<file path="config.mk">
export PLATFORM = sky130hd
export DESIGN_NAME = req_encoder16_flat
export DESIGN_NICKNAME = d
export VERILOG_FILES = /design/src/rtl/req_encoder16_if.sv /design/src/rtl/req_encoder16.sv /design/src/flat_wrapper.sv
export SDC_FILE = /design/constraint.sdc
export NUM_CORES = 1
export LEC_CHECK = 0
export ABC_AREA = 0
export CAP_MARGIN = 20
export CORE_MARGIN = 2
export CORE_UTILIZATION = 60
export CTS_BUF_LIST = sky130_fd_sc_hd__clkbuf_4 sky130_fd_sc_hd__clkbuf_8
export CTS_CLUSTER_DIAMETER = 40
export DETAILED_ROUTE_END_ITERATION = 16
export PLACE_DENSITY = 0.93
export SLEW_MARGIN = 20
export SYNTH_ARGS = -nofsm -noshare
export SYNTH_HDL_FRONTEND = slang
export SYNTH_SLANG_ARGS = --single-unit
</file>
<file path="constraint.sdc">
create_clock -name clk -period 10 [get_ports clk]
set_input_delay 1.5 -clock clk [delete_from_list [all_inputs] [get_ports clk]]
set_output_delay 1.5 -clock clk [all_outputs]
set_load 0.02 [all_outputs]
</file>
<file path="src/rtl/req_encoder16_if.sv">
// Request/grant bus for req_encoder16: request lines in, registered index plus
// pending vector out, with a valid/ack handshake on the index.
interface req_encoder16_if;
  logic [15:0] req;
  logic        ack;
  logic [3:0]  code;
  logic        valid;
  logic [15:0] pending;

  // Producer of requests and consumer of codes.
  modport master (
    output req,
    output ack,
    input  code,
    input  valid,
    input  pending
  );

  // The encoder itself.
  modport slave (
    input  req,
    input  ack,
    output code,
    output valid,
    output pending
  );
endinterface

</file>
<file path="src/rtl/req_encoder16.sv">
// Sixteen-line request-to-index encoder. Request lines set sticky pending bits;
// a round-robin arbiter picks one pending line at a time and presents its index
// on a valid/ack handshake. All outputs are registered.
module req_encoder16 #(
  parameter int unsigned UUID = 0,
  parameter string       NAME = ""
) (
  input logic            clk,
  input logic            rst,
  req_encoder16_if.slave bus_io
);

  // Identification parameters carry no function.
  if (UUID == 32'hFFFF_FFFF && NAME == "") begin : g_id_unused
  end

  typedef enum logic [0:0] {StIdle, StHold} state_e;

  state_e      state_q;
  logic [15:0] pend_q;
  logic [15:0] pend_d;
  logic [15:0] served;
  logic [3:0]  ptr_q;
  logic [3:0]  code_q;
  logic        valid_q;
  logic [3:0]  pick;
  logic        pick_found;
  logic [3:0]  scan_idx;

  // Pending update: clear the line being accepted, but a same-cycle request wins.
  always_comb begin
    served = '0;
    if (valid_q && bus_io.ack) begin
      served = 16'b1 << code_q;
    end
    pend_d = (pend_q & ~served) | bus_io.req;
  end

  // Round-robin search of the registered pending vector starting at ptr_q.
  always_comb begin
    pick       = '0;
    pick_found = 1'b0;
    scan_idx   = '0;
    for (int k = 0; k < 16; k++) begin
      scan_idx = ptr_q + 4'(k);
      if (!pick_found && pend_q[scan_idx]) begin
        pick       = scan_idx;
        pick_found = 1'b1;
      end
    end
  end

  // Grant FSM with registered code/valid; pending vector captured every edge.
  always_ff @(posedge clk or posedge rst) begin
    if (rst) begin
      state_q <= StIdle;
      pend_q  <= '0;
      ptr_q   <= '0;
      code_q  <= '0;
      valid_q <= 1'b0;
    end else begin
      pend_q <= pend_d;
      unique case (state_q)
        StIdle: begin
          if (pick_found) begin
            code_q  <= pick;
            valid_q <= 1'b1;
            state_q <= StHold;
          end
        end
        StHold: begin
          if (bus_io.ack) begin
            valid_q <= 1'b0;
            ptr_q   <= code_q + 4'd1;
            state_q <= StIdle;
          end
        end
      endcase
    end
  end

  assign bus_io.code    = code_q;
  assign bus_io.valid   = valid_q;
  assign bus_io.pending = pend_q;

endmodule

</file>
<file path="src/flat_wrapper.sv">
// flat-port wrapper written by rule: the top's interface ports become plain ports
module req_encoder16_flat 
#(
  parameter int unsigned UUID = 0,
  parameter string       NAME = ""
)
  (clk, rst, bus_io_req, bus_io_ack, bus_io_code, bus_io_valid, bus_io_pending);
  req_encoder16_if bus_io_i ();
  input logic clk;
  input logic rst;
  input wire logic [$bits(bus_io_i.req)-1:0] bus_io_req;
  input wire logic [$bits(bus_io_i.ack)-1:0] bus_io_ack;
  output wire logic [$bits(bus_io_i.code)-1:0] bus_io_code;
  output wire logic [$bits(bus_io_i.valid)-1:0] bus_io_valid;
  output wire logic [$bits(bus_io_i.pending)-1:0] bus_io_pending;
  assign bus_io_i.req = bus_io_req;
  assign bus_io_i.ack = bus_io_ack;
  assign bus_io_code = bus_io_i.code;
  assign bus_io_valid = bus_io_i.valid;
  assign bus_io_pending = bus_io_i.pending;
  req_encoder16 #(.UUID(UUID), .NAME(NAME)) u_core (.clk(clk), .rst(rst), .bus_io(bus_io_i));
endmodule
</file>
# ---- After elaboration in Yosys (flattened, before gate mapping)
# Cells that the tools add are included.
dict set report totals {
  ff_bits 26
  word_cells 149
  input_bits 19
}
dict set report classes {
  bitwise_logic 4
  n_lt_le_gt_ge 16
  n_mux 71
  n_reduce_logical 34
  n_shift 1
  eq_ne 2
  addsub 16
}
# op count
set ops {}
lappend ops {{less-than comparator 4 x 5 -> 1 bit (second input constant)} 16}
lappend ops {{binary-select mux 1 bit (select 4 bit)} 16}
lappend ops {{two-way mux 4 bit} 16}
lappend ops {{two-way mux 1 bit} 36}
lappend ops {{adder 4 bit (second input constant)} 8}
lappend ops {{adder 4 x 3 -> 4 bit (second input constant)} 4}
lappend ops {{AND 16 bit} 1}
lappend ops {{logical AND 1 bit} 16}
lappend ops {{two-way mux 16 bit} 1}
lappend ops {{NOT 16 bit} 1}
lappend ops {{bitwise OR 16 bit} 1}
lappend ops {{left shift 1 x 4 -> 16 bit (first input constant)} 1}
lappend ops {{zero test 1 bit} 15}
lappend ops {{adder 4 x 1 -> 4 bit (second input constant)} 2}
lappend ops {{adder 4 x 2 -> 4 bit (second input constant)} 2}
lappend ops {{AND reduction 2 bit} 3}
lappend ops {{one-hot mux 1 bit (2 select lines)} 2}
lappend ops {{inequality test 2 x 1 -> 1 bit (second input constant)} 1}
lappend ops {{inequality test 2 bit (second input constant)} 1}
lappend ops {{NOT 1 bit} 1}

# ---- Depth between registers and ports, before layout
# Gate-level depths: netlist of run 1.
dict set report logic_depth {
  depth_word 50
  ltp_mapped 16
}

# ---- Worst setup path after synthesis of run 1
# No wires, ideal clock.
dict set report synth_timing {
  path_kind {reg2reg}
  start {register u_core.ptr_q[1]}
  end {register u_core.code_q[1] (netlist: u_core.bus_io.code[1])}
  slack_ns 6.121
  t_required_ns 9.927
  arrival_time_ns 3.806
  path_stages_with_launch 15
  cell_sequence {dfrtp_1 > buf_2 > buf_2 > inv_1 > ha_1 > buf_6 > buf_8 > mux4_2 > mux4_2 > nor3b_4 > nand2_2 > a2111oi_2 > a21oi_1 > a32oi_1 > a2bb2oi_2}
}
dict set report synth_via {
  elab_chain_cells 49
  word_cells_on_any_way 110
  classes_between {add/sub: 15; mux: 64; reduce/logical: 31}
}
# element line
set synth_lines {}
lappend synth_lines {{start, declared} req_encoder16.sv:23} ;# logic [3:0] ptr_q;
lappend synth_lines {{start signal, assigned} req_encoder16.sv:74} ;# ptr_q <= code_q + 4'd1;
lappend synth_lines {{parallel branches: the longest is 49 deep, another holds adder 4 x 1 -> 4 bit} --}
lappend synth_lines {{end signal, assigned} req_encoder16.sv:66} ;# code_q <= pick;
lappend synth_lines {{end, declared} req_encoder16.sv:24} ;# logic [3:0] code_q;
# Parallel ways; which one is timed is not known. The select of a mux whose other input is x is not followed.
# A chain may end at the register's enable or synchronous reset.

# ---- Worst setup path after layout of run 1
dict set report layout_timing {
  start {register u_core.ptr_q[1]}
  end {register u_core.code_q[2] (netlist: u_core.bus_io.code[2])}
}
# Same word-level chain as after synthesis.

==> run_summary.xml, run 1 <==
<?xml version="1.0" encoding="UTF-8"?>
<metrics>
  <group name="timing">
    <metric name="transition_time_of_the_tightest_slew_check_pin" unit="ps">981</metric>
    <metric name="setup_tns" unit="ps">0</metric>
    <metric name="final_max_slew_viol_count" unit="">0</metric>
    <metric name="final.min_clock_period" unit="ps">5320</metric>
    <metric name="timing.final.crit_share" unit="%">53.2</metric>
    <metric name="max_clock_freq" unit="GHz">0.188</metric>
    <metric name="clock_skew" unit="ps">7.72</metric>
    <metric name="slew-limit-headroom" unit="%">34.6</metric>
    <metric name="setup_repair_after_global_routing_missed_its_margin" unit="">false</metric>
    <metric name="fin_worst_hold_slack" unit="ps">572</metric>
    <metric name="hold_viol" unit="">0</metric>
    <metric name="final-setup-viol-count" unit="">0</metric>
  </group>
  <group name="cts">
    <metric name="total_cts_buffers" unit="">3</metric>
    <metric name="clk_transition_reported_paths" unit="ps">90</metric>
    <metric name="clock_latency" unit="ps">280</metric>
    <metric name="tritoncts_clock_tree" unit="">done</metric>
    <metric name="post_cts_buffers" unit="">0</metric>
    <metric name="clock_sinks" unit="">26</metric>
    <metric name="h_tree_depth_reported_by_cts" unit="">1</metric>
    <metric name="postCtsResizedCells" unit="">0</metric>
    <metric name="holdBufCountCts" unit="">0</metric>
    <metric name="cts_root_buffer" unit="">clkbuf_8</metric>
    <metric name="cts_max_path_buffers" unit="">2</metric>
  </group>
  <group name="synthesis">
    <metric name="yosysTopAreaCellShare" unit="%">19.7</metric>
    <metric name="post_synthesis_cells" unit="">349</metric>
    <metric name="ys_async_sr_fraction" unit="%">100</metric>
    <metric name="post_synthesis_share_of_cell_area_spent_on_and_or_nand_and_nor_gates" unit="%">16.9</metric>
    <metric name="cell_area_after_synthesis" unit="um2">3300</metric>
    <metric name="area_fraction_in_compound_gates_after_synthesis" unit="%">19.7</metric>
    <metric name="yosysWarningCount" unit="">0</metric>
    <metric name="muxShareOfSynthArea" unit="%">30.0</metric>
    <metric name="postSynth.topFlopCell" unit="">dfrtp_1</metric>
    <metric name="seq_area_frac_synth" unit="%">19.7</metric>
    <metric name="yosys.area_share.xor_xnor" unit="%">3.72</metric>
    <metric name="register_bit_count_reported_by_yosys" unit="">26</metric>
    <metric name="yosys.area_share.adder" unit="%">4.93</metric>
    <metric name="synth_top_family_by_area" unit="">multiplexers</metric>
    <metric name="synth_edf_count" unit="">0</metric>
    <metric name="synth_area_per_cell" unit="um2">9.45</metric>
    <metric name="synth.top_cells.by_area" unit="">dfrtp_1 20%, mux4_2 16%, mux2_2 6.8%, mux2i_1 5.2%, nand2_1 5.1%</metric>
    <metric name="synth_fp_nets" unit="">381</metric>
    <metric name="synth.distinct_cells" unit="">65</metric>
    <metric name="synth_area_leader_cell" unit="">dfrtp_1</metric>
  </group>
  <group name="placement">
    <metric name="hpwl" unit="mm">7.30</metric>
    <metric name="gp_congestion" unit="">0.999</metric>
    <metric name="port-buffer-count" unit="">39</metric>
    <metric name="dpl.cell_count" unit="">442</metric>
  </group>
  <group name="die">
    <metric name="die_area" unit="um2">6110</metric>
    <metric name="floorplan.core_area" unit="um2">5200</metric>
    <metric name="initial_utilization" unit="%">63.4</metric>
    <metric name="ioPinCount" unit="">40</metric>
    <metric name="dieWidth" unit="um">78.2</metric>
    <metric name="die_height" unit="um">78.2</metric>
    <metric name="row_count" unit="">26</metric>
  </group>
  <group name="cells_and_area">
    <metric name="final_layout_size_suffix_gt1_share" unit="%">16.5</metric>
    <metric name="diode_insertion_count_for_antenna_repair" unit="">0</metric>
    <metric name="sequential_cell_area" unit="um2">651</metric>
    <metric name="n_fill_cell" unit="">356</metric>
    <metric name="stdcell_count" unit="">446</metric>
    <metric name="finalNetCount" unit="">409</metric>
    <metric name="area_of_the_multi_input_gates" unit="um2">2480</metric>
    <metric name="area_growth_synth_to_finish" unit="%">13.5</metric>
  </group>
  <group name="global_route">
    <metric name="grt_pass1_vias" unit="">3090</metric>
    <metric name="grt.busiest_layer" unit="">met2</metric>
    <metric name="initial_antenna_violation_count" unit="">0</metric>
    <metric name="grt-ovfl-total" unit="">0</metric>
    <metric name="gr-usage-met2" unit="%">57.2</metric>
    <metric name="globalRouteTotalUtil" unit="%">33.6</metric>
    <metric name="grt_pass1_wl" unit="mm">16.3</metric>
    <metric name="grt_max_degree" unit="">29</metric>
    <metric name="groute.layer.met3.usage" unit="%">3.22</metric>
    <metric name="groute.layer.met1.usage" unit="%">45.3</metric>
  </group>
  <group name="worst_setup_path">
    <metric name="worst_path_largest_cell_delay" unit="ps">990</metric>
    <metric name="critical_path_class" unit="">register to register</metric>
    <metric name="timing.critical_path.cells" unit="">inv_1, ha_1, mux4_1, mux4_2, nor3b_4, nand4_2, nor2_2, a31oi_1, mux2i_1, a31oi_1</metric>
    <metric name="critical-path-slowest-cell" unit="">dfrtp_1</metric>
    <metric name="cp-start-kind" unit="">register</metric>
    <metric name="cell_repeated_most_along_the_worst_path" unit="">a31oi_1</metric>
    <metric name="critPathRequiredTime" unit="ps">10200</metric>
    <metric name="arrival" unit="ps">5520</metric>
    <metric name="crit_fanout" unit="">22</metric>
    <metric name="timing.critical_path.buf_inv" unit="">1</metric>
    <metric name="critical-path-top-delay-family" unit="">multiplexers</metric>
    <metric name="setup.worst_path.end_class" unit="">register</metric>
  </group>
  <group name="status">
    <metric name="result_of_the_run" unit="">completed</metric>
  </group>
  <group name="detailed_routing">
    <metric name="post_drt_via_cell_ratio" unit="">7.13</metric>
    <metric name="finalWirelength" unit="mm">10.0</metric>
    <metric name="route.antenna.remaining_nets" unit="">0</metric>
    <metric name="drcViolationCount" unit="">0</metric>
    <metric name="detail_route.wl_per_cell" unit="um">22.5</metric>
    <metric name="routed-via-count" unit="">3181</metric>
    <metric name="drt_iter0_drc" unit="">476</metric>
    <metric name="first_pass_iters" unit="">5</metric>
  </group>
  <group name="flow_run">
    <metric name="cap_viol_max_count" unit="">0</metric>
  </group>
  <group name="pwr">
    <metric name="ir_worst_vdd" unit="V">0.000214</metric>
    <metric name="leakage" unit="nW">1.39</metric>
    <metric name="power-per-cell-area" unit="nW/um2">217</metric>
  </group>
  <group name="hold_path">
    <metric name="timing.hold.worst.class" unit="">register to register</metric>
  </group>
</metrics>
## cell families after synthesis
logic type / after synthesis
muxes: 64
DFF: 26
xor gates and xnor gates: 14
adders and majority gates: 13
AOI/OAI and AO/OA: 94
buffers and inverters: 31
and+or+nand+nor: 107
## layout make-up
type                       count  area share [%]
clock buffer                   3            1.10
clock inverter                 1           0.802
inverter                      14            1.40
multi-input combinational    292            66.3
sequential                    26            17.4
tap                           70            2.34
timing repair buffer          40            10.6
## metrics by stage
step	cell area [um2]	setup WS, ps	utilization [%]	power [mW]
final	3740	4680	71.9	0.812
after global routing	3740	4390	71.9	0.853
after CTS	3740	4790	71.9	0.795
after detailed placement	3670	4840	70.6	0.702
after global placement	3670	5100	70.6	0.685
after floorplan	3300	6120	-	0.587
## placed cells by master (no fill, tap or decap), types with 2 or more instances in the layout
master and count:
o21bai_1 2, a21o_1 17, inv_1 13, nand4_1 5
nor3b_1 2, o2111ai_1 3, xor2_1 7, mux2i_1 17
xnor2_1 7, a31oi_1 4, o211a_1 2, and2_1 4
nor2_1 16, o22ai_1 2, o211ai_1 6, a32oi_1 2
a21oi_1 19, ha_1 13, o21ai_0 17, o31ai_1 3
nor2b_1 6, mux2_2 20, dfrtp_1 26, clkdlybuf4s50_1 39
nand3_1 6, and3_1 4, nand2_1 45, nor3_1 5
clkbuf_8 3, mux4_1 2, a21boi_0 3, mux4_2 23
## sequential cells by signal, indices dropped and copies added, names as in the netlist
signal	count
u_core.ptr_q	4
u_core.bus_io.code	4
u_core.bus_io.pending	16
u_core.state_q	1
u_core.bus_io.valid	1
## routing by layer
layer / up-vias / routed length (um)
met4: 0 / 408
li1: 1385 / -
met1: 1527 / 3900
met3: 47 / 770
met5: - / 0
met2: 222 / 4960
## synth_stat cells, types with 3 or more instances
cell and n:
nor2b_1 6, mux2i_1 17, and2_1 4, nand3_1 6, o31ai_1 3, mux4_2 23
o2111ai_1 3, and3_1 4, buf_2 6, nand2_1 45, o21ai_0 17, inv_1 14
ha_1 13, xnor2_1 7, dfrtp_1 26, clkbuf_1 5, nand4_1 5, o211ai_1 6
a31oi_1 4, a21oi_1 19, nor2_1 16, mux2_2 20, a21boi_0 3, buf_6 3
xor2_1 7, a21o_1 17, nor3_1 5
## report_power, final
part / internal [mW] / switching (mW)
Sequential: 0.120 / 0.0707
Combinational: 0.234 / 0.299
Clock: 0.0536 / 0.0350
Total: 0.407 / 0.405
## final timing paths
path / from / end / slack, ps / cells past startpoint
min: u_core.state_q$_DFF_PP0_ / u_core.state_q$_DFF_PP0_ / 570 / 1
min reg2reg: u_core.state_q$_DFF_PP0_ / u_core.state_q$_DFF_PP0_ / 570 / 1
max: u_core.ptr_q[1]$_DFFE_PP0P_ / u_core.bus_io.code[2]$_DFFE_PP0P_ / 4680 / 10
max in group asynchronous: rst / u_core.bus_io.code[1]$_DFFE_PP0P_ / 7950 / 2
min in group asynchronous: rst / u_core.bus_io.pending[15]$_DFF_PP0_ / 1610 / 2
max reg2reg: u_core.ptr_q[1]$_DFFE_PP0P_ / u_core.bus_io.code[2]$_DFFE_PP0P_ / 4680 / 10
(Power assumes the default switching activity.)
==> inputs of run 2 (changes only) <==
CORE_UTILIZATION = 59   (was 60)
PLACE_DENSITY = 0.92   (was 0.93)
clock period = 5.5 ns   (was 10 ns; I/O delays follow)
==> run_summary.xml, run 2 (same netlist as run 1, synthesis figures left out) <==
<?xml version="1.0" encoding="UTF-8"?>
<metrics>
  <group name="hold_path">
    <metric name="timing.hold.worst.class" unit="">register to register</metric>
  </group>
  <group name="cts">
    <metric name="cts_max_path_buffers" unit="">2</metric>
    <metric name="clk_transition_reported_paths" unit="ps">90</metric>
    <metric name="post_cts_buffers" unit="">0</metric>
    <metric name="holdBufCountCts" unit="">0</metric>
    <metric name="h_tree_depth_reported_by_cts" unit="">1</metric>
    <metric name="clock_sinks" unit="">26</metric>
    <metric name="total_cts_buffers" unit="">3</metric>
    <metric name="cts_root_buffer" unit="">clkbuf_8</metric>
    <metric name="tritoncts_clock_tree" unit="">done</metric>
    <metric name="clock_latency" unit="ps">270</metric>
    <metric name="postCtsResizedCells" unit="">0</metric>
  </group>
  <group name="cells_and_area">
    <metric name="area_growth_synth_to_finish" unit="%">13.1</metric>
    <metric name="layout_common_cells" unit="">45 x nand2_1, 39 x clkdlybuf4s50_1, 26 x dfrtp_1</metric>
    <metric name="final_layout_size_suffix_gt1_share" unit="%">16.7</metric>
    <metric name="finalNetCount" unit="">411</metric>
    <metric name="diode_insertion_count_for_antenna_repair" unit="">0</metric>
    <metric name="leading_cell_type_in_the_layout_fill_and_taps_excluded" unit="">nand2_1</metric>
    <metric name="stdcell_count" unit="">449</metric>
    <metric name="finish.instance_area" unit="um2">3730</metric>
    <metric name="largest_register_ff_count" unit="">16</metric>
  </group>
  <group name="global_route">
    <metric name="grt_max_degree" unit="">28</metric>
    <metric name="grt_pass1_wl" unit="mm">15.7</metric>
    <metric name="grt-ovfl-total" unit="">0</metric>
    <metric name="grt_pass1_vias" unit="">3108</metric>
    <metric name="globalRouteTotalUtil" unit="%">32.3</metric>
    <metric name="initial_antenna_violation_count" unit="">0</metric>
  </group>
  <group name="worst_setup_path">
    <metric name="timing.critical_path.buf_inv" unit="">1</metric>
    <metric name="r2r_end" unit="">u_core.bus_io.code[2]$_DFFE_PP0P_</metric>
    <metric name="arrival" unit="ps">4640</metric>
    <metric name="crit_fanout" unit="">20</metric>
    <metric name="setup.worst_path.end_class" unit="">register</metric>
    <metric name="critical-path-slowest-cell" unit="">ha_1</metric>
    <metric name="cp-start-kind" unit="">register</metric>
    <metric name="reg2reg_setup_slack" unit="ps">1050</metric>
    <metric name="path_depth" unit="">10</metric>
    <metric name="critPathRequiredTime" unit="ps">5690</metric>
    <metric name="r2r_cells" unit="">10</metric>
    <metric name="worst_path_largest_cell_delay" unit="ps">870</metric>
    <metric name="critical-path-top-delay-family" unit="">multiplexers</metric>
    <metric name="crit_path_start" unit="">u_core.ptr_q[1]$_DFFE_PP0P_</metric>
    <metric name="critical_path_class" unit="">register to register</metric>
    <metric name="cell_repeated_most_along_the_worst_path" unit="">a31oi_1</metric>
    <metric name="timing.rr.start" unit="">u_core.ptr_q[1]$_DFFE_PP0P_</metric>
    <metric name="timing.critical_path.to" unit="">u_core.bus_io.code[2]$_DFFE_PP0P_</metric>
    <metric name="timing.critical_path.cells" unit="">inv_1, ha_1, mux4_1, mux4_2, nor3b_4, nand4_2, nor2_2, a31oi_1, mux2i_1, a31oi_1</metric>
  </group>
  <group name="detailed_routing">
    <metric name="finalWirelength" unit="mm">9.48</metric>
    <metric name="drt_iter0_drc" unit="">391</metric>
    <metric name="first_pass_iters" unit="">5</metric>
    <metric name="route.antenna.remaining_nets" unit="">0</metric>
    <metric name="drcViolationCount" unit="">0</metric>
    <metric name="detail_route.wl_per_cell" unit="um">21.1</metric>
    <metric name="post_drt_via_cell_ratio" unit="">7.10</metric>
    <metric name="routed-via-count" unit="">3186</metric>
  </group>
  <group name="pwr">
    <metric name="leakage" unit="nW">1.39</metric>
    <metric name="ir_worst_vdd" unit="V">0.000355</metric>
    <metric name="power-per-cell-area" unit="nW/um2">382</metric>
  </group>
  <group name="die">
    <metric name="floorplan.core_area" unit="um2">5440</metric>
    <metric name="die_height" unit="um">78.8</metric>
    <metric name="initial_utilization" unit="%">60.7</metric>
    <metric name="ioPinCount" unit="">40</metric>
    <metric name="die_area" unit="um2">6210</metric>
    <metric name="row_count" unit="">27</metric>
    <metric name="dieWidth" unit="um">78.8</metric>
  </group>
  <group name="timing">
    <metric name="final_max_slew_viol_count" unit="">0</metric>
    <metric name="timing.final.ws_setup" unit="ps">1050</metric>
    <metric name="final-setup-viol-count" unit="">0</metric>
    <metric name="transition_time_of_the_tightest_slew_check_pin" unit="ps">933</metric>
    <metric name="max_clock_freq" unit="GHz">0.225</metric>
    <metric name="final.min_clock_period" unit="ps">4450</metric>
    <metric name="setup_repair_after_global_routing_missed_its_margin" unit="">false</metric>
    <metric name="hold_viol" unit="">0</metric>
    <metric name="slew-limit-headroom" unit="%">37.4</metric>
    <metric name="timing.final.crit_share" unit="%">80.9</metric>
    <metric name="clock_skew" unit="ps">4.17</metric>
    <metric name="setup_tns" unit="ps">0</metric>
  </group>
  <group name="placement">
    <metric name="pre_cts_slack" unit="ps">1180</metric>
    <metric name="dpl.cell_count" unit="">446</metric>
    <metric name="post_dp_cell_area" unit="um2">3690</metric>
    <metric name="hpwl" unit="mm">7.17</metric>
    <metric name="gp_congestion" unit="">0.947</metric>
    <metric name="port-buffer-count" unit="">39</metric>
  </group>
  <group name="status">
    <metric name="result_of_the_run" unit="">completed</metric>
  </group>
  <group name="flow_run">
    <metric name="cap_viol_max_count" unit="">0</metric>
  </group>
</metrics>
run 2: cell types whose count changed in the layout (fill, tap and decap cells not counted), sizes merged:
| cell | change |
|---|---|
| buf | +2 |
| bufinv | -1 |
run 2: cell type report:
cell class	count	area (um2)
multi-input cells	292	2480
fillers	402	1710
flip-flops and latches	26	651
repair buffers	42	413
well taps	72	90.1
inverters	14	52.6
clock buffers	3	41.3
run 2: metal layers:
metal / GRT usage, % / routed length (um)
met4: 16.3 / 520
met2: 53.2 / 4530
met1: 41.8 / 3650
met5: 0 / 0
met3: 4.55 / 783
run 2: through the flow:
stage	total power, mW	hold slack [ps]	utilization [%]
final	1.43	566	68.6
after global routing	1.51	590	68.6
after CTS	1.40	561	68.6
after detailed placement	1.29	526	67.8
after global placement	1.26	521	67.8
after floorplan	1.07	494	-
run 2: worst min-delay path by stage:
stage | start | slack [ps] | to | cells after the start
floorplan | u_core.state_q$_DFF_PP0_ | 490 | u_core.state_q$_DFF_PP0_ | 1
global route | u_core.bus_io.valid$_DFFE_PP0P_ | 590 | u_core.bus_io.valid$_DFFE_PP0P_ | 1
CTS | u_core.state_q$_DFF_PP0_ | 560 | u_core.state_q$_DFF_PP0_ | 1
global placement | u_core.ptr_q[2]$_DFFE_PP0P_ | 520 | u_core.ptr_q[2]$_DFFE_PP0P_ | 2
finish | u_core.state_q$_DFF_PP0_ | 570 | u_core.state_q$_DFF_PP0_ | 1
detailed placement | u_core.ptr_q[2]$_DFFE_PP0P_ | 530 | u_core.ptr_q[2]$_DFFE_PP0P_ | 2
run 2: power breakdown:
part	internal (mW)	switching [mW]	leakage (nW)
combinational	0.431	0.597	1.11
sequential	0.219	0.0709	0.258
clock	0.0491	0.0580	0.0216
==> inputs of run 3 (changes only) <==
clock period = 4.4 ns   (was 5.5 ns; I/O delays follow)
==> run_summary.xml, run 3 (same netlist as run 1, synthesis figures left out) <==
<?xml version="1.0" encoding="UTF-8"?>
<metrics>
  <group name="detailed_routing">
    <metric name="drcViolationCount" unit="">0</metric>
    <metric name="routed-via-count" unit="">3224</metric>
    <metric name="post_drt_via_cell_ratio" unit="">7.12</metric>
    <metric name="detail_route.wl_per_cell" unit="um">22.3</metric>
    <metric name="first_pass_iters" unit="">5</metric>
    <metric name="finalWirelength" unit="mm">10.1</metric>
    <metric name="drt_iter0_drc" unit="">477</metric>
    <metric name="route.antenna.remaining_nets" unit="">0</metric>
  </group>
  <group name="timing">
    <metric name="hold_viol" unit="">0</metric>
    <metric name="setup_tns" unit="ps">0</metric>
    <metric name="setup_repair_after_global_routing_missed_its_margin" unit="">false</metric>
    <metric name="final-setup-viol-count" unit="">0</metric>
    <metric name="final_max_slew_viol_count" unit="">0</metric>
    <metric name="final.min_clock_period" unit="ps">4130</metric>
    <metric name="transition_time_of_the_tightest_slew_check_pin" unit="ps">922</metric>
    <metric name="max_clock_freq" unit="GHz">0.242</metric>
    <metric name="slew-limit-headroom" unit="%">38.2</metric>
    <metric name="clock_skew" unit="ps">1.50</metric>
    <metric name="timing.final.crit_share" unit="%">94.0</metric>
  </group>
  <group name="worst_setup_path">
    <metric name="timing.critical_path.buf_inv" unit="">3</metric>
    <metric name="crit_path_start" unit="">u_core.ptr_q[0]$_DFFE_PP0P_</metric>
    <metric name="timing.rr.start" unit="">u_core.ptr_q[0]$_DFFE_PP0P_</metric>
    <metric name="r2r_cells" unit="">11</metric>
    <metric name="timing.critical_path.cells" unit="">inv_1, ha_1, buf_4, mux4_2, mux4_2, nor3b_4, nand4_2, nor4_2, inv_1, o211ai_1, a31oi_1</metric>
    <metric name="arrival" unit="ps">4260</metric>
    <metric name="setup.worst_path.end_class" unit="">register</metric>
    <metric name="worst_path_largest_cell_delay" unit="ps">590</metric>
    <metric name="critical_path_class" unit="">register to register</metric>
    <metric name="r2r_end" unit="">u_core.bus_io.code[3]$_DFFE_PP0P_</metric>
    <metric name="critical-path-slowest-cell" unit="">mux4_2</metric>
    <metric name="critical-path-top-delay-family" unit="">multiplexers</metric>
    <metric name="timing.critical_path.to" unit="">u_core.bus_io.code[3]$_DFFE_PP0P_</metric>
    <metric name="reg2reg_setup_slack" unit="ps">270</metric>
    <metric name="crit_fanout" unit="">12</metric>
    <metric name="critPathRequiredTime" unit="ps">4530</metric>
    <metric name="cp-start-kind" unit="">register</metric>
    <metric name="path_depth" unit="">11</metric>
  </group>
  <group name="cells_and_area">
    <metric name="diode_insertion_count_for_antenna_repair" unit="">0</metric>
    <metric name="leading_cell_type_in_the_layout_fill_and_taps_excluded" unit="">nand2_1</metric>
    <metric name="largest_register_ff_count" unit="">16</metric>
    <metric name="stdcell_count" unit="">453</metric>
    <metric name="finalNetCount" unit="">414</metric>
    <metric name="area_growth_synth_to_finish" unit="%">14.7</metric>
    <metric name="layout.core_utilization" unit="%">69.6</metric>
    <metric name="layout_common_cells" unit="">45 x nand2_1, 39 x clkdlybuf4s50_1, 26 x dfrtp_1</metric>
    <metric name="final_layout_size_suffix_gt1_share" unit="%">17.6</metric>
  </group>
  <group name="global_route">
    <metric name="grt_pass1_wl" unit="mm">16.3</metric>
    <metric name="grt_max_degree" unit="">28</metric>
    <metric name="initial_antenna_violation_count" unit="">0</metric>
    <metric name="grt-ovfl-total" unit="">0</metric>
    <metric name="grt_pass1_vias" unit="">3099</metric>
    <metric name="globalRouteTotalUtil" unit="%">34.0</metric>
  </group>
  <group name="cts">
    <metric name="clock_latency" unit="ps">280</metric>
    <metric name="post_cts_buffers" unit="">0</metric>
    <metric name="cts_root_buffer" unit="">clkbuf_8</metric>
    <metric name="clk_transition_reported_paths" unit="ps">90</metric>
    <metric name="h_tree_depth_reported_by_cts" unit="">1</metric>
    <metric name="cts_max_path_buffers" unit="">2</metric>
    <metric name="tritoncts_clock_tree" unit="">done</metric>
    <metric name="total_cts_buffers" unit="">3</metric>
    <metric name="postCtsResizedCells" unit="">0</metric>
    <metric name="holdBufCountCts" unit="">0</metric>
    <metric name="clock_sinks" unit="">26</metric>
  </group>
  <group name="die">
    <metric name="row_count" unit="">27</metric>
    <metric name="initial_utilization" unit="%">60.7</metric>
    <metric name="floorplan.core_area" unit="um2">5440</metric>
    <metric name="die_height" unit="um">78.8</metric>
    <metric name="ioPinCount" unit="">40</metric>
    <metric name="dieWidth" unit="um">78.8</metric>
    <metric name="die_area" unit="um2">6210</metric>
  </group>
  <group name="status">
    <metric name="result_of_the_run" unit="">completed</metric>
  </group>
  <group name="hold_path">
    <metric name="timing.hold.worst.class" unit="">register to register</metric>
    <metric name="holdPathStages" unit="">2</metric>
  </group>
  <group name="placement">
    <metric name="gp_congestion" unit="">0.993</metric>
    <metric name="port-buffer-count" unit="">39</metric>
    <metric name="hpwl" unit="mm">7.69</metric>
    <metric name="dpl.cell_count" unit="">449</metric>
  </group>
  <group name="pwr">
    <metric name="ir_worst_vdd" unit="V">0.000465</metric>
    <metric name="leakage" unit="nW">1.42</metric>
    <metric name="power-per-cell-area" unit="nW/um2">495</metric>
  </group>
  <group name="flow_run">
    <metric name="cap_viol_max_count" unit="">0</metric>
  </group>
</metrics>
-- run 3: stage by stage --
stage	hold slack, ps	setup WS [ps]	total power [mW]	instance area, um2
6_report	549	265	1.87	3780
4_1_cts	541	314	1.84	3780
3_5_place_dp	509	364	1.63	3710
3_3_place_gp	483	538	1.59	3710
2_1_floorplan	494	521	1.33	3300
5_1_grt	570	45.7	1.98	3780
-- run 3: tightest hold or removal path, stage by stage, from the launching register on --
cell     delay (ps)
dfrtp_1         370
nand2_1          70
o21ai_0          70
-- run 3: worst min-delay path by stage --
stage / start / endpoint / slack [ps]
2_1_floorplan: u_core.state_q$_DFF_PP0_ / u_core.state_q$_DFF_PP0_ / 490
3_3_place_gp: u_core.ptr_q[2]$_DFFE_PP0P_ / u_core.ptr_q[2]$_DFFE_PP0P_ / 480
3_5_place_dp: u_core.ptr_q[2]$_DFFE_PP0P_ / u_core.ptr_q[2]$_DFFE_PP0P_ / 510
4_1_cts: u_core.ptr_q[2]$_DFFE_PP0P_ / u_core.ptr_q[2]$_DFFE_PP0P_ / 540
5_1_grt: u_core.ptr_q[2]$_DFFE_PP0P_ / u_core.ptr_q[2]$_DFFE_PP0P_ / 570
6_report: u_core.ptr_q[2]$_DFFE_PP0P_ / u_core.ptr_q[2]$_DFFE_PP0P_ / 550
-- run 3: cell type report --
class                   instances  area, um2
fillers                       394       1660
clock buffers                   3       41.3
flip-flops and latches         26        651
clock inverters                 1       30.0
multi-input cells             292       2480
well taps                      72       90.1
inverters                      14       52.6
repair buffers                 45        435
-- run 3: power by group --
group          internal, mW  switching [mW]
Combinational         0.554           0.756
Sequential            0.274          0.0876
Clock                 0.122          0.0798
Total                 0.950           0.923
-- run 3: routing by layer --
metal | up-vias | GRT usage [%] | wire (um)
met5 | - | 0 | 0
met4 | 0 | 18.1 | 512
met3 | 53 | 3.18 | 817
met2 | 233 | 56.9 | 5000
met1 | 1547 | 43.7 | 3760
li1 | 1391 | - | -
